[src/rtl/ov7670_pkg.sv]
// Shared types and constants for the OV7670 camera bring-up path.
package ov7670_pkg;

    // Configuration sequencer states.
    typedef enum logic [3:0] {
        ST_IDLE     = 4'd0,
        ST_ROM_CLR  = 4'd1,
        ST_FETCH    = 4'd2,
        ST_DECODE   = 4'd3,
        ST_ISSUE    = 4'd4,
        ST_WAIT_ACK = 4'd5,
        ST_DELAY    = 4'd6,
        ST_ADVANCE  = 4'd7,
        ST_DONE     = 4'd8,
        ST_ERROR    = 4'd9
    } cfg_state_t;

    // Special command ROM entries.
    localparam logic [15:0] CMD_DELAY = 16'hFFF0;
    localparam logic [15:0] CMD_END   = 16'hFFFF;

    // Saturating 8-bit increment used for the write counter.
    function automatic logic [7:0] sat_inc8(input logic [7:0] value);
        logic [7:0] result;
        if (value == 8'hFF) begin
            result = value;
        end else begin
            result = value + 8'd1;
        end
        return result;
    endfunction

endpackage

[src/rtl/ov7670_config_sequencer_if.sv]
// Register-write request bus between the config sequencer and the SCCB master.
interface ov7670_config_sequencer_if;
    logic       sccb_valid;
    logic       sccb_ready;
    logic [7:0] sccb_reg;
    logic [7:0] sccb_data;
    logic       sccb_done;
    logic       sccb_nack;

    // The sequencer requests writes.
    modport master (
        output sccb_valid,
        output sccb_reg,
        output sccb_data,
        input  sccb_ready,
        input  sccb_done,
        input  sccb_nack
    );

    // The SCCB master serves them.
    modport slave (
        input  sccb_valid,
        input  sccb_reg,
        input  sccb_data,
        output sccb_ready,
        output sccb_done,
        output sccb_nack
    );
endinterface

[src/rtl/ov7670_delay_timer.sv]
// Load / count-down / expire timer. expired is high while the count is at 1 or 0,
// so a caller that waits for it after loading N spends exactly N cycles counting.
module ov7670_delay_timer #(
    parameter int WIDTH = 8
) (
    input  logic             clk,
    input  logic             rst,
    input  logic             load,
    input  logic [WIDTH-1:0] load_value,
    input  logic             en,
    output logic             expired
);
    logic [WIDTH-1:0] cnt_r;
    logic [WIDTH-1:0] cnt_n_s;
    logic             expired_r;

    // Next count: load wins, otherwise decrement while enabled and not yet empty.
    always_comb begin
        cnt_n_s = cnt_r;
        if (load) begin
            cnt_n_s = load_value;
        end else if (en && (cnt_r != {WIDTH{1'b0}})) begin
            cnt_n_s = cnt_r - WIDTH'(1);
        end else begin
            cnt_n_s = cnt_r;
        end
    end

    // Count register and registered expiry flag.
    always_ff @(posedge clk or posedge rst) begin
        if (rst) begin
            cnt_r     <= {WIDTH{1'b0}};
            expired_r <= 1'b1;
        end else begin
            cnt_r     <= cnt_n_s;
            expired_r <= (cnt_n_s <= WIDTH'(1));
        end
    end

    assign expired = expired_r;
endmodule

[src/rtl/ov7670_config_sequencer.sv]
// Walks the OV7670 startup command ROM and turns each entry into one SCCB write,
// a fixed millisecond delay (FFF0) or end of list (FFFF).
module ov7670_config_sequencer
    import ov7670_pkg::*;
#(
    parameter int CLK_FREQ_HZ = 25_000_000,
    parameter int DELAY_MS    = 10,
    parameter int MAX_RETRY   = 3
) (
    input  logic                             clk,
    input  logic                             rst,
    input  logic                             start,
    input  logic [15:0]                      rom_cmd,
    output logic                             rom_inc,
    output logic                             rom_rst_n,
    ov7670_config_sequencer_if.master        sccb,
    output logic                             busy,
    output logic                             done,
    output logic                             error,
    output logic [7:0]                       wr_count
);
    localparam int DELAY_CYCLES = CLK_FREQ_HZ / 1000 * DELAY_MS;
    localparam int DELAY_W      = $clog2(DELAY_CYCLES + 1);
    localparam int RETRY_W      = (MAX_RETRY > 0) ? $clog2(MAX_RETRY + 1) : 1;
    localparam logic [RETRY_W-1:0] RETRY_LIMIT = RETRY_W'(MAX_RETRY);
    localparam logic [DELAY_W-1:0] DELAY_LOAD  = DELAY_W'(DELAY_CYCLES);

    cfg_state_t         state_r;
    cfg_state_t         state_n_s;
    logic [15:0]        cmd_r;
    logic [RETRY_W-1:0] retry_r;
    logic [7:0]         wr_count_r;
    logic               fetch_cnt_r;
    logic               rom_inc_r;
    logic               rom_rst_n_r;
    logic               valid_r;
    logic               busy_r;
    logic               done_r;
    logic               error_r;
    logic               pass_start_s;
    logic               bus_ok_s;
    logic               bus_nack_s;
    logic               timer_load_s;
    logic               timer_en_s;
    logic               timer_expired_s;

    ov7670_delay_timer #(
        .WIDTH (DELAY_W)
    ) u_delay_timer (
        .clk        (clk),
        .rst        (rst),
        .load       (timer_load_s),
        .load_value (DELAY_LOAD),
        .en         (timer_en_s),
        .expired    (timer_expired_s)
    );

    // Decoded events shared by the FSM and the datapath registers.
    always_comb begin
        pass_start_s = 1'b0;
        bus_ok_s     = 1'b0;
        bus_nack_s   = 1'b0;
        if ((state_r == ST_IDLE) || (state_r == ST_DONE) || (state_r == ST_ERROR)) begin
            pass_start_s = start;
        end else begin
            pass_start_s = 1'b0;
        end
        if (state_r == ST_WAIT_ACK) begin
            bus_ok_s   = sccb.sccb_done & ~sccb.sccb_nack;
            bus_nack_s = sccb.sccb_done & sccb.sccb_nack;
        end else begin
            bus_ok_s   = 1'b0;
            bus_nack_s = 1'b0;
        end
        timer_load_s = (state_r == ST_DECODE) && (rom_cmd == CMD_DELAY);
        timer_en_s   = (state_r == ST_DELAY);
    end

    // Next-state logic.
    always_comb begin
        state_n_s = state_r;
        case (state_r)
            ST_IDLE, ST_DONE, ST_ERROR: begin
                if (pass_start_s) state_n_s = ST_ROM_CLR;
                else              state_n_s = state_r;
            end
            ST_ROM_CLR:  state_n_s = ST_FETCH;
            // Two cycles: ROM address register, then the registered cmd output.
            ST_FETCH: begin
                if (fetch_cnt_r) state_n_s = ST_DECODE;
                else             state_n_s = ST_FETCH;
            end
            ST_DECODE: begin
                if (rom_cmd == CMD_END)        state_n_s = ST_DONE;
                else if (rom_cmd == CMD_DELAY) state_n_s = ST_DELAY;
                else                           state_n_s = ST_ISSUE;
            end
            ST_ISSUE: begin
                if (sccb.sccb_ready) state_n_s = ST_WAIT_ACK;
                else                 state_n_s = ST_ISSUE;
            end
            ST_WAIT_ACK: begin
                if (bus_ok_s)                                  state_n_s = ST_ADVANCE;
                else if (bus_nack_s && (retry_r < RETRY_LIMIT)) state_n_s = ST_ISSUE;
                else if (bus_nack_s)                           state_n_s = ST_ERROR;
                else                                           state_n_s = ST_WAIT_ACK;
            end
            ST_DELAY: begin
                if (timer_expired_s) state_n_s = ST_ADVANCE;
                else                 state_n_s = ST_DELAY;
            end
            ST_ADVANCE:  state_n_s = ST_FETCH;
            default:     state_n_s = ST_IDLE;
        endcase
    end

    // State register and FETCH wait counter.
    always_ff @(posedge clk or posedge rst) begin
        if (rst) begin
            state_r     <= ST_IDLE;
            fetch_cnt_r <= 1'b0;
        end else begin
            state_r     <= state_n_s;
            fetch_cnt_r <= (state_r == ST_FETCH) ? ~fetch_cnt_r : 1'b0;
        end
    end

    // Latched command, retry counter and write counter.
    always_ff @(posedge clk or posedge rst) begin
        if (rst) begin
            cmd_r      <= 16'h0000;
            retry_r    <= {RETRY_W{1'b0}};
            wr_count_r <= 8'h00;
        end else begin
            if (state_r == ST_DECODE) cmd_r <= rom_cmd;
            else                      cmd_r <= cmd_r;

            if (pass_start_s || bus_ok_s)                   retry_r <= {RETRY_W{1'b0}};
            else if (bus_nack_s && (retry_r < RETRY_LIMIT)) retry_r <= retry_r + RETRY_W'(1);
            else                                            retry_r <= retry_r;

            if (pass_start_s)  wr_count_r <= 8'h00;
            else if (bus_ok_s) wr_count_r <= sat_inc8(wr_count_r);
            else               wr_count_r <= wr_count_r;
        end
    end

    // Registered outputs decoded from the state being entered.
    always_ff @(posedge clk or posedge rst) begin
        if (rst) begin
            rom_inc_r   <= 1'b0;
            rom_rst_n_r <= 1'b1;
            valid_r     <= 1'b0;
            busy_r      <= 1'b0;
            done_r      <= 1'b0;
            error_r     <= 1'b0;
        end else begin
            rom_inc_r   <= (state_n_s == ST_ADVANCE);
            rom_rst_n_r <= (state_n_s != ST_ROM_CLR);
            valid_r     <= (state_n_s == ST_ISSUE);
            busy_r      <= !(state_n_s inside {ST_IDLE, ST_DONE, ST_ERROR});
            done_r      <= (state_n_s == ST_DONE);
            error_r     <= (state_n_s == ST_ERROR);
        end
    end

    assign rom_inc         = rom_inc_r;
    assign rom_rst_n       = rom_rst_n_r;
    assign sccb.sccb_valid = valid_r;
    assign sccb.sccb_reg   = cmd_r[15:8];
    assign sccb.sccb_data  = cmd_r[7:0];
    assign busy            = busy_r;
    assign done            = done_r;
    assign error           = error_r;
    assign wr_count        = wr_count_r;
endmodule

[src/flat_wrapper.sv]
// flat-port wrapper written by rule: the top's interface ports become plain ports
module ov7670_config_sequencer_flat import ov7670_pkg::*;
#(
    parameter int CLK_FREQ_HZ = 25_000_000,
    parameter int DELAY_MS    = 10,
    parameter int MAX_RETRY   = 3
)
  (clk, rst, start, rom_cmd, rom_inc, rom_rst_n, busy, done, error, wr_count, sccb_sccb_valid, sccb_sccb_reg, sccb_sccb_data, sccb_sccb_ready, sccb_sccb_done, sccb_sccb_nack);
  ov7670_config_sequencer_if sccb_i ();
  input  logic clk;
  input  logic rst;
  input  logic start;
  input  logic [15:0] rom_cmd;
  output logic rom_inc;
  output logic rom_rst_n;
  output logic busy;
  output logic done;
  output logic error;
  output logic [7:0] wr_count;
  output wire logic [$bits(sccb_i.sccb_valid)-1:0] sccb_sccb_valid;
  output wire logic [$bits(sccb_i.sccb_reg)-1:0] sccb_sccb_reg;
  output wire logic [$bits(sccb_i.sccb_data)-1:0] sccb_sccb_data;
  input wire logic [$bits(sccb_i.sccb_ready)-1:0] sccb_sccb_ready;
  input wire logic [$bits(sccb_i.sccb_done)-1:0] sccb_sccb_done;
  input wire logic [$bits(sccb_i.sccb_nack)-1:0] sccb_sccb_nack;
  assign sccb_sccb_valid = sccb_i.sccb_valid;
  assign sccb_sccb_reg = sccb_i.sccb_reg;
  assign sccb_sccb_data = sccb_i.sccb_data;
  assign sccb_i.sccb_ready = sccb_sccb_ready;
  assign sccb_i.sccb_done = sccb_sccb_done;
  assign sccb_i.sccb_nack = sccb_sccb_nack;
  ov7670_config_sequencer #(.CLK_FREQ_HZ(CLK_FREQ_HZ), .DELAY_MS(DELAY_MS), .MAX_RETRY(MAX_RETRY)) u_core (.clk(clk), .rst(rst), .start(start), .rom_cmd(rom_cmd), .rom_inc(rom_inc), .rom_rst_n(rom_rst_n), .sccb(sccb_i), .busy(busy), .done(done), .error(error), .wr_count(wr_count));
endmodule
[config.mk]
export PLATFORM = sky130hd
export DESIGN_NAME = ov7670_config_sequencer_flat
export DESIGN_NICKNAME = d
export VERILOG_FILES = /design/src/rtl/ov7670_pkg.sv /design/src/rtl/ov7670_config_sequencer_if.sv /design/src/rtl/ov7670_delay_timer.sv /design/src/rtl/ov7670_config_sequencer.sv /design/src/flat_wrapper.sv
export SDC_FILE = /design/constraint.sdc
export NUM_CORES = 1
export LEC_CHECK = 0
export ABC_AREA = 1
export CORE_UTILIZATION = 58
export CTS_CLUSTER_DIAMETER = 120
export DETAILED_ROUTE_END_ITERATION = 10
export HOLD_SLACK_MARGIN = 0.06
export PLACE_DENSITY = 0.85
export REMOVE_ABC_BUFFERS = 1
export SYNTH_ARGS = -nofsm -noshare
export SYNTH_HDL_FRONTEND = slang
export SYNTH_SLANG_ARGS = --single-unit
[constraint.sdc]
create_clock -name clk -period 2.5 [get_ports clk]
set_clock_uncertainty 0.05 [all_clocks]
set_input_delay 0.375 -clock clk [delete_from_list [all_inputs] [get_ports clk]]
set_output_delay 0.375 -clock clk [all_outputs]
set_load 0.01 [all_outputs]
==> impl_metrics.yaml, run 1 <==
outcome:
  status: "completed"
worst_setup_path:
  crit_required_ns: 2.71
  worstSetupStartpointType: "register"
  end_kind: "register"
  slowest_delay_ns: 0.38
  r2r_slack_ns: 0.42
  cp_slowest_cell: "dfrtp_1"
  critical_path_class: "register to register"
  worstPathCellList: "inv_1 -> ha_1 -> nand2_1 -> nor2_1 -> nand2_1 -> xor2_1 -> nand2_1 -> nand3_1 -> nor2_1 -> nand3_1 -> nor2_1"
  r2r.worst_path.cells: 11
  worstPathArrival_ns: 2.29
  r2r-end: "u_core.u_delay_timer.expired$_DFF_PP1_"
  timing.rr.start: "u_core.u_delay_timer.cnt_r[0]$_DFF_PP0_"
  crit_fanout: 6
finish:
  layout_common_cells: "137 x nand2_1, 54 x dfrtp_1, 51 x clkdlybuf4s50_1"
  antenna_cells: 0
  final_cells: 537
  fin_nets: 492
  layout-drive-gt1-share_pct: 10.5
  multiInputGateArea_mm2: 0.00151
  n_fill_cell: 372
  layout_commonest_cell: "nand2_1"
  area_growth_pct: 22.9
  seq_area_mm2: 0.00140
global_routing:
  grt_antenna_before_repair: 0
  use_met1_pct: 32.1
  grt_pass1_vias: 2790
  overflow: 0
  grt_pass1_wl_um: 12200
  top_usage_layer: "met2"
  grt_start_max_net_pins: 57
  grt_usage_pct: 26.4
  met3_usage_pct: 6.87
  use_met2_pct: 44.2
floorplanning:
  rows: 26
  die_h_um: 75.9
  die-area_mm2: 0.00577
  die_w_um: 75.9
  core_mm2: 0.00517
  initial_core_util_pct: 61.3
  io_pins: 52
detailed_routing:
  postRouteAntennaNets: 0
  first_pass_iters: 5
  via_per_inst: 5.27
  wirelength_um: 6890
  wl_per_cell_um: 12.8
  dr.first_iter.drc_count: 290
  post-route-drc-count: 0
  vias: 2830
cts:
  htreeDepth: 2
  cts.clk_slew.worst_paths_ns: 0.10
  postCtsSetupRepairBufs: 0
  holdBufCountCts: 0
  numCtsBuffers: 5
  clk_path_buf_depth: 2
  cts_resized: 0
  cts_sinks: 56
  tritoncts: "done"
  insertion_delay_ns: 0.32
  clockRootBuffer: "clkbuf_8"
logic_synthesis:
  ys_warn_count: 0
  syn_inst: 411
  syn_area_mm2: 0.00317
  ys_seq_area_share_pct: 44.3
  synth.avg_cell_area_um2: 7.71
  synth_seq_cells: 56
  synth.distinct_cells: 34
sta:
  tightest_slew_ns: 0.507
  period_share_pct: 83.2
  relSlewSlack_pct: 65.9
  setup_violations: 0
  period_needed_ns: 2.08
  whs_ns: 0.356
  fin_ws_ns: 0.419
  rsz0062_at_grt: "false"
  hold_violations: 0
  fmax_mhz: 481
  slew_viol_final: 0
  final.setup.tns_ns: 0
placement:
  pre_cts_ws_ns: 0.301
  port_buffers: 51
  hpwlAfterDp_um: 5230
  numPlacedInstances: 529
  gp_congestion: 0.935
worst_hold_path:
  hold_class: "input port to async pin"
flow_run:
  maxCapViolations: 0
power:
  totalPowerFinal_mw: 3.94
  max-vdd-ir-drop_mv: 0.687
  powerDensity_mw_per_mm2: 1010
  leakage_nw: 1.94
==> critical path, delay by kind of cell, from the launching register on <==
kind	cells	cell delay (ns)
adder cells (fa/ha/maj)	1	0.30
AND/OR/NAND/NOR	8	0.99
XOR/XNOR	1	0.15
flip-flops	1	0.38
buffers and inverters	1	0.16
==> stage by stage <==
step                instance area (um2)  util, %
floorplan                          3110        -
global placement                   3760     72.7
detailed placement                 3760     72.7
CTS                                3900     75.3
global route                       3900     75.3
finish                             3900     75.3
==> synthesized netlist by cell type, drive strengths merged <==
cell / n / share of area [%]
a21oi: 10 / 1.7
buf: 4 / 1.4
clkbuf: 4 / 0.47
dfrtp: 54 / 43
dfstp: 2 / 1.7
ha: 4 / 1.6
inv: 52 / 6.2
mux2i: 1 / 0.32
nand2: 147 / 19
nand3: 32 / 5.9
nand3b: 4 / 0.95
nand4: 10 / 2.0
nor2: 52 / 8.6
nor3: 7 / 1.6
nor4: 2 / 0.87
o21a: 1 / 0.24
o21ai: 15 / 2.4
o21bai: 1 / 0.24
o22ai: 1 / 0.20
o31a: 1 / 0.28
xnor2: 3 / 0.83
xor2: 4 / 1.1
==> cells by family after synthesis <==
family / Yosys count / synth area share [%]
simple gates: 254 / 38.8
buf+inv: 60 / 8.05
flops: 56 / 44.3
compound gates: 29 / 5.01
xor+xnor: 7 / 1.93
fa+ha+maj: 4 / 1.58
mux: 1 / 0.316
==> layer usage <==
layer / vias to the layer above / wire length [um]
met3: 22 / 582
met5: - / 0
met4: 0 / 164
met1: 1280 / 2850
met2: 126 / 3300
li1: 1402 / -
==> sequential cells by signal (all words and copies together) (netlist names) <==
signal / count
u_core.wr_count: 8
u_core.error: 1
u_core.busy: 1
u_core.state_r: 4
u_core.done: 1
u_core.u_delay_timer.cnt_r: 18
u_core.rom_inc: 1
u_core.retry_r: 2
u_core.sccb.sccb_valid: 1
u_core.cmd_r: 16
u_core.u_delay_timer.expired: 1
u_core.rom_rst_n: 1
u_core.fetch_cnt_r: 1
==> layout make-up <==
cell class	count	area share, %
multi-input cells	295	38.8
flip-flops and latches	56	36.0
repair buffers	56	14.4
inverters	52	5.01
well taps	70	2.25
clock buffers	5	1.77
clock inverters	3	1.77
==> power breakdown <==
part | total, mW | switching [mW] | internal [mW]
sequential | 1.48 | 0.256 | 1.22
combinational | 1.76 | 1.00 | 0.761
clock | 0.706 | 0.303 | 0.403
==> worst max-delay path by stage <==
stage                                                        from                                endpoint  slack (ns)  cells past startpoint
after floorplan                                               rst                   u_core.busy$_DFF_PP0_        0.71                      1
after global placement                                 rom_cmd[3]                   u_core.busy$_DFF_PP0_        0.33                     10
after detailed placement                               rom_cmd[3]                   u_core.busy$_DFF_PP0_        0.30                     10
after CTS                 u_core.u_delay_timer.cnt_r[0]$_DFF_PP0_  u_core.u_delay_timer.expired$_DFF_PP1_        0.45                     11
after global routing      u_core.u_delay_timer.cnt_r[0]$_DFF_PP0_  u_core.u_delay_timer.expired$_DFF_PP1_        0.19                     11
final                     u_core.u_delay_timer.cnt_r[0]$_DFF_PP0_  u_core.u_delay_timer.expired$_DFF_PP1_        0.42                     11
Power figures use the tool's default switching activity.
==> run 2: changes to the inputs <==
--- a/config.mk
+++ b/config.mk
@@ -6,11 +6,11 @@
 export NUM_CORES = 1
 export LEC_CHECK = 0
 export ABC_AREA = 1
-export CORE_UTILIZATION = 58
+export CORE_UTILIZATION = 48
 export CTS_CLUSTER_DIAMETER = 120
 export DETAILED_ROUTE_END_ITERATION = 10
 export HOLD_SLACK_MARGIN = 0.06
-export PLACE_DENSITY = 0.85
+export PLACE_DENSITY = 0.75
 export REMOVE_ABC_BUFFERS = 1
 export SYNTH_ARGS = -nofsm -noshare
 export SYNTH_HDL_FRONTEND = slang
==> constraint.sdc (replaced) <==
create_clock -name clk -period 1.8 [get_ports clk]
set_clock_uncertainty 0.05 [all_clocks]
set_input_delay 0.27 -clock clk [delete_from_list [all_inputs] [get_ports clk]]
set_output_delay 0.27 -clock clk [all_outputs]
set_load 0.01 [all_outputs]
==> run 2 against run 1 <==
The flow now finishes with violations (setup timing). Register-to-register slack worse by 0.49 ns. Count of clock-buffer cells in the layout up 1. Die area rose by 20%.
==> impl_metrics.yaml, run 2 (synthesis results as in run 1) <==
cts:
  clockRootBuffer: "clkbuf_8"
  htreeDepth: 2
  cts_sinks: 56
  insertion_delay_ns: 0.31
  cts.clk_slew.worst_paths_ns: 0.10
  clk_path_buf_depth: 2
  numCtsBuffers: 5
  tritoncts: "done"
  holdBufCountCts: 0
sta:
  fmax_mhz: 535
  tightest_slew_ns: 0.385
  rsz0062_at_grt: "true"
  hold_violations: 0
  whs_ns: 0.253
  slew_viol_final: 0
  relSlewSlack_pct: 74.3
  setup_violations: 2
  period_share_pct: 104
  fin_ws_ns: -0.0693
  period_needed_ns: 1.87
outcome:
  status: "finished, violations left"
  violations: "setup timing"
finish:
  seq_area_mm2: 0.00141
  layout_commonest_cell: "nand2_1"
  multiInputGateArea_mm2: 0.00181
  largest_register_ffs: 18
  n_fill_cell: 430
  layout-drive-gt1-share_pct: 35.2
  fin_nets: 576
  regMostFlops: "u_core.u_delay_timer.cnt_r"
  antenna_cells: 0
  layout_common_cells: "118 x nand2_1, 80 x buf_4, 53 x dfrtp_1"
  area_growth_pct: 52.6
flow_run:
  maxCapViolations: 0
global_routing:
  grt_usage_pct: 26.0
  grt_pass1_wl_um: 14400
  grt_start_max_net_pins: 40
  grt_antenna_before_repair: 0
  overflow: 0
  grt_pass1_vias: 3250
worst_setup_path:
  crit_required_ns: 2.01
  r2r_slack_ns: -0.07
  critical_path_class: "register to register"
  worstPathArrival_ns: 2.08
  worstSetupStartpointType: "register"
  end_kind: "register"
  crit_fanout: 7
power:
  max-vdd-ir-drop_mv: 0.881
  powerDensity_mw_per_mm2: 1350
  leakage_nw: 2.40
floorplanning:
  die_w_um: 83.3
  rows: 29
  initial_core_util_pct: 49.9
  die_h_um: 83.3
  die-area_mm2: 0.00693
  io_pins: 52
  core_mm2: 0.00635
placement:
  gp_congestion: 0.859
  port_buffers: 51
  hpwlAfterDp_um: 6290
  pre_cts_ws_ns: -0.302
detailed_routing:
  post-route-drc-count: 0
  dr.first_iter.drc_count: 190
  postRouteAntennaNets: 0
  wl_per_cell_um: 15.2
  vias: 3309
  wirelength_um: 9540
  via_per_inst: 5.27
  first_pass_iters: 5
worst_hold_path:
  hold_class: "input port to async pin"
run 2: path summary, 6_finish.rpt:
path	cells after the start	end	startpoint
setup / recovery	13	u_core.u_delay_timer.expired$_DFF_PP1_	u_core.u_delay_timer.cnt_r[0]$_DFF_PP0_
max in group asynchronous	3	u_core.rom_rst_n$_DFF_PP1_	rst
setup reg to reg	13	u_core.u_delay_timer.expired$_DFF_PP1_	u_core.u_delay_timer.cnt_r[0]$_DFF_PP0_
hold reg to reg	1	u_core.fetch_cnt_r$_DFF_PP0_	u_core.fetch_cnt_r$_DFF_PP0_
min in group clk	1	u_core.fetch_cnt_r$_DFF_PP0_	u_core.fetch_cnt_r$_DFF_PP0_
hold / removal	3	u_core.u_delay_timer.cnt_r[1]$_DFF_PP0_	rst
run 2: metrics by stage:
stage	power (mW)	setup TNS [ns]	util (%)	cells	instance area (um2)
2_1_floorplan	3.53	0	-	403	3110
3_3_place_gp	4.98	-1.61	67.4	601	4280
3_5_place_dp	5.14	-2.15	67.4	601	4280
4_1_cts	6.13	-0.00650	72.0	620	4570
5_1_grt	6.94	-0.552	76.2	628	4840
6_report	6.54	-0.100	76.2	628	4840
run 2: area by class of cell:
class | count | share of cell area, %
Timing Repair Buffer | 139 | 25.4
Multi-Input combinational cell | 296 | 37.5
Clock inverter | 2 | 0.284
Inverter | 52 | 4.14
Clock buffer | 6 | 1.71
Tap cell | 77 | 1.99
Sequential cell | 56 | 29.0
run 2: layer usage:
metal | share of wire [%] | vias up | GRT usage, %
met3 | 5.2 | 28 | 4.97
met2 | 52 | 128 | 46.8
met4 | 3.3 | 0 | 8.31
met5 | 0 | - | 0
met1 | 39 | 1577 | 31.1
li1 | - | 1576 | -
run 2: power breakdown:
part	switching [mW]	internal [mW]	leakage, nW	total [mW]
logic	1.96	1.81	1.65	3.77
registers	0.330	1.70	0.695	2.03
clock network	0.431	0.316	0.0516	0.747
run 2: critical path, stage by stage, from the launching register on:
cell and delay, ns:
dfrtp_1 0.38, inv_2 0.11, ha_4 0.16, nand2_2 0.07, nor2_4 0.15, buf_6 0.13, nand2_8 0.07, nand2_8 0.09
nand2_1 0.08, nand3_2 0.09, nand2_2 0.08, nor3_2 0.20, nand2_1 0.07, nor2_1 0.09
run 2: timing repair:
item | CTS | global route
resized for setup | 27 | 64
endpoints found under the setup margin | 12 | 19
pin swaps | 14 | 34
setup buffers | 11 | 9
cloned | 1 | 0
==> run 3: changes to the inputs <==
--- a/config.mk
+++ b/config.mk
@@ -8,6 +8,7 @@
 export ABC_AREA = 1
 export CORE_UTILIZATION = 48
 export CTS_CLUSTER_DIAMETER = 120
+export CTS_CLUSTER_SIZE = 10
 export DETAILED_ROUTE_END_ITERATION = 10
 export HOLD_SLACK_MARGIN = 0.06
 export PLACE_DENSITY = 0.75
==> results of run 3 <==
No change in the layout: final DEF, timing and power equal those of run 2.
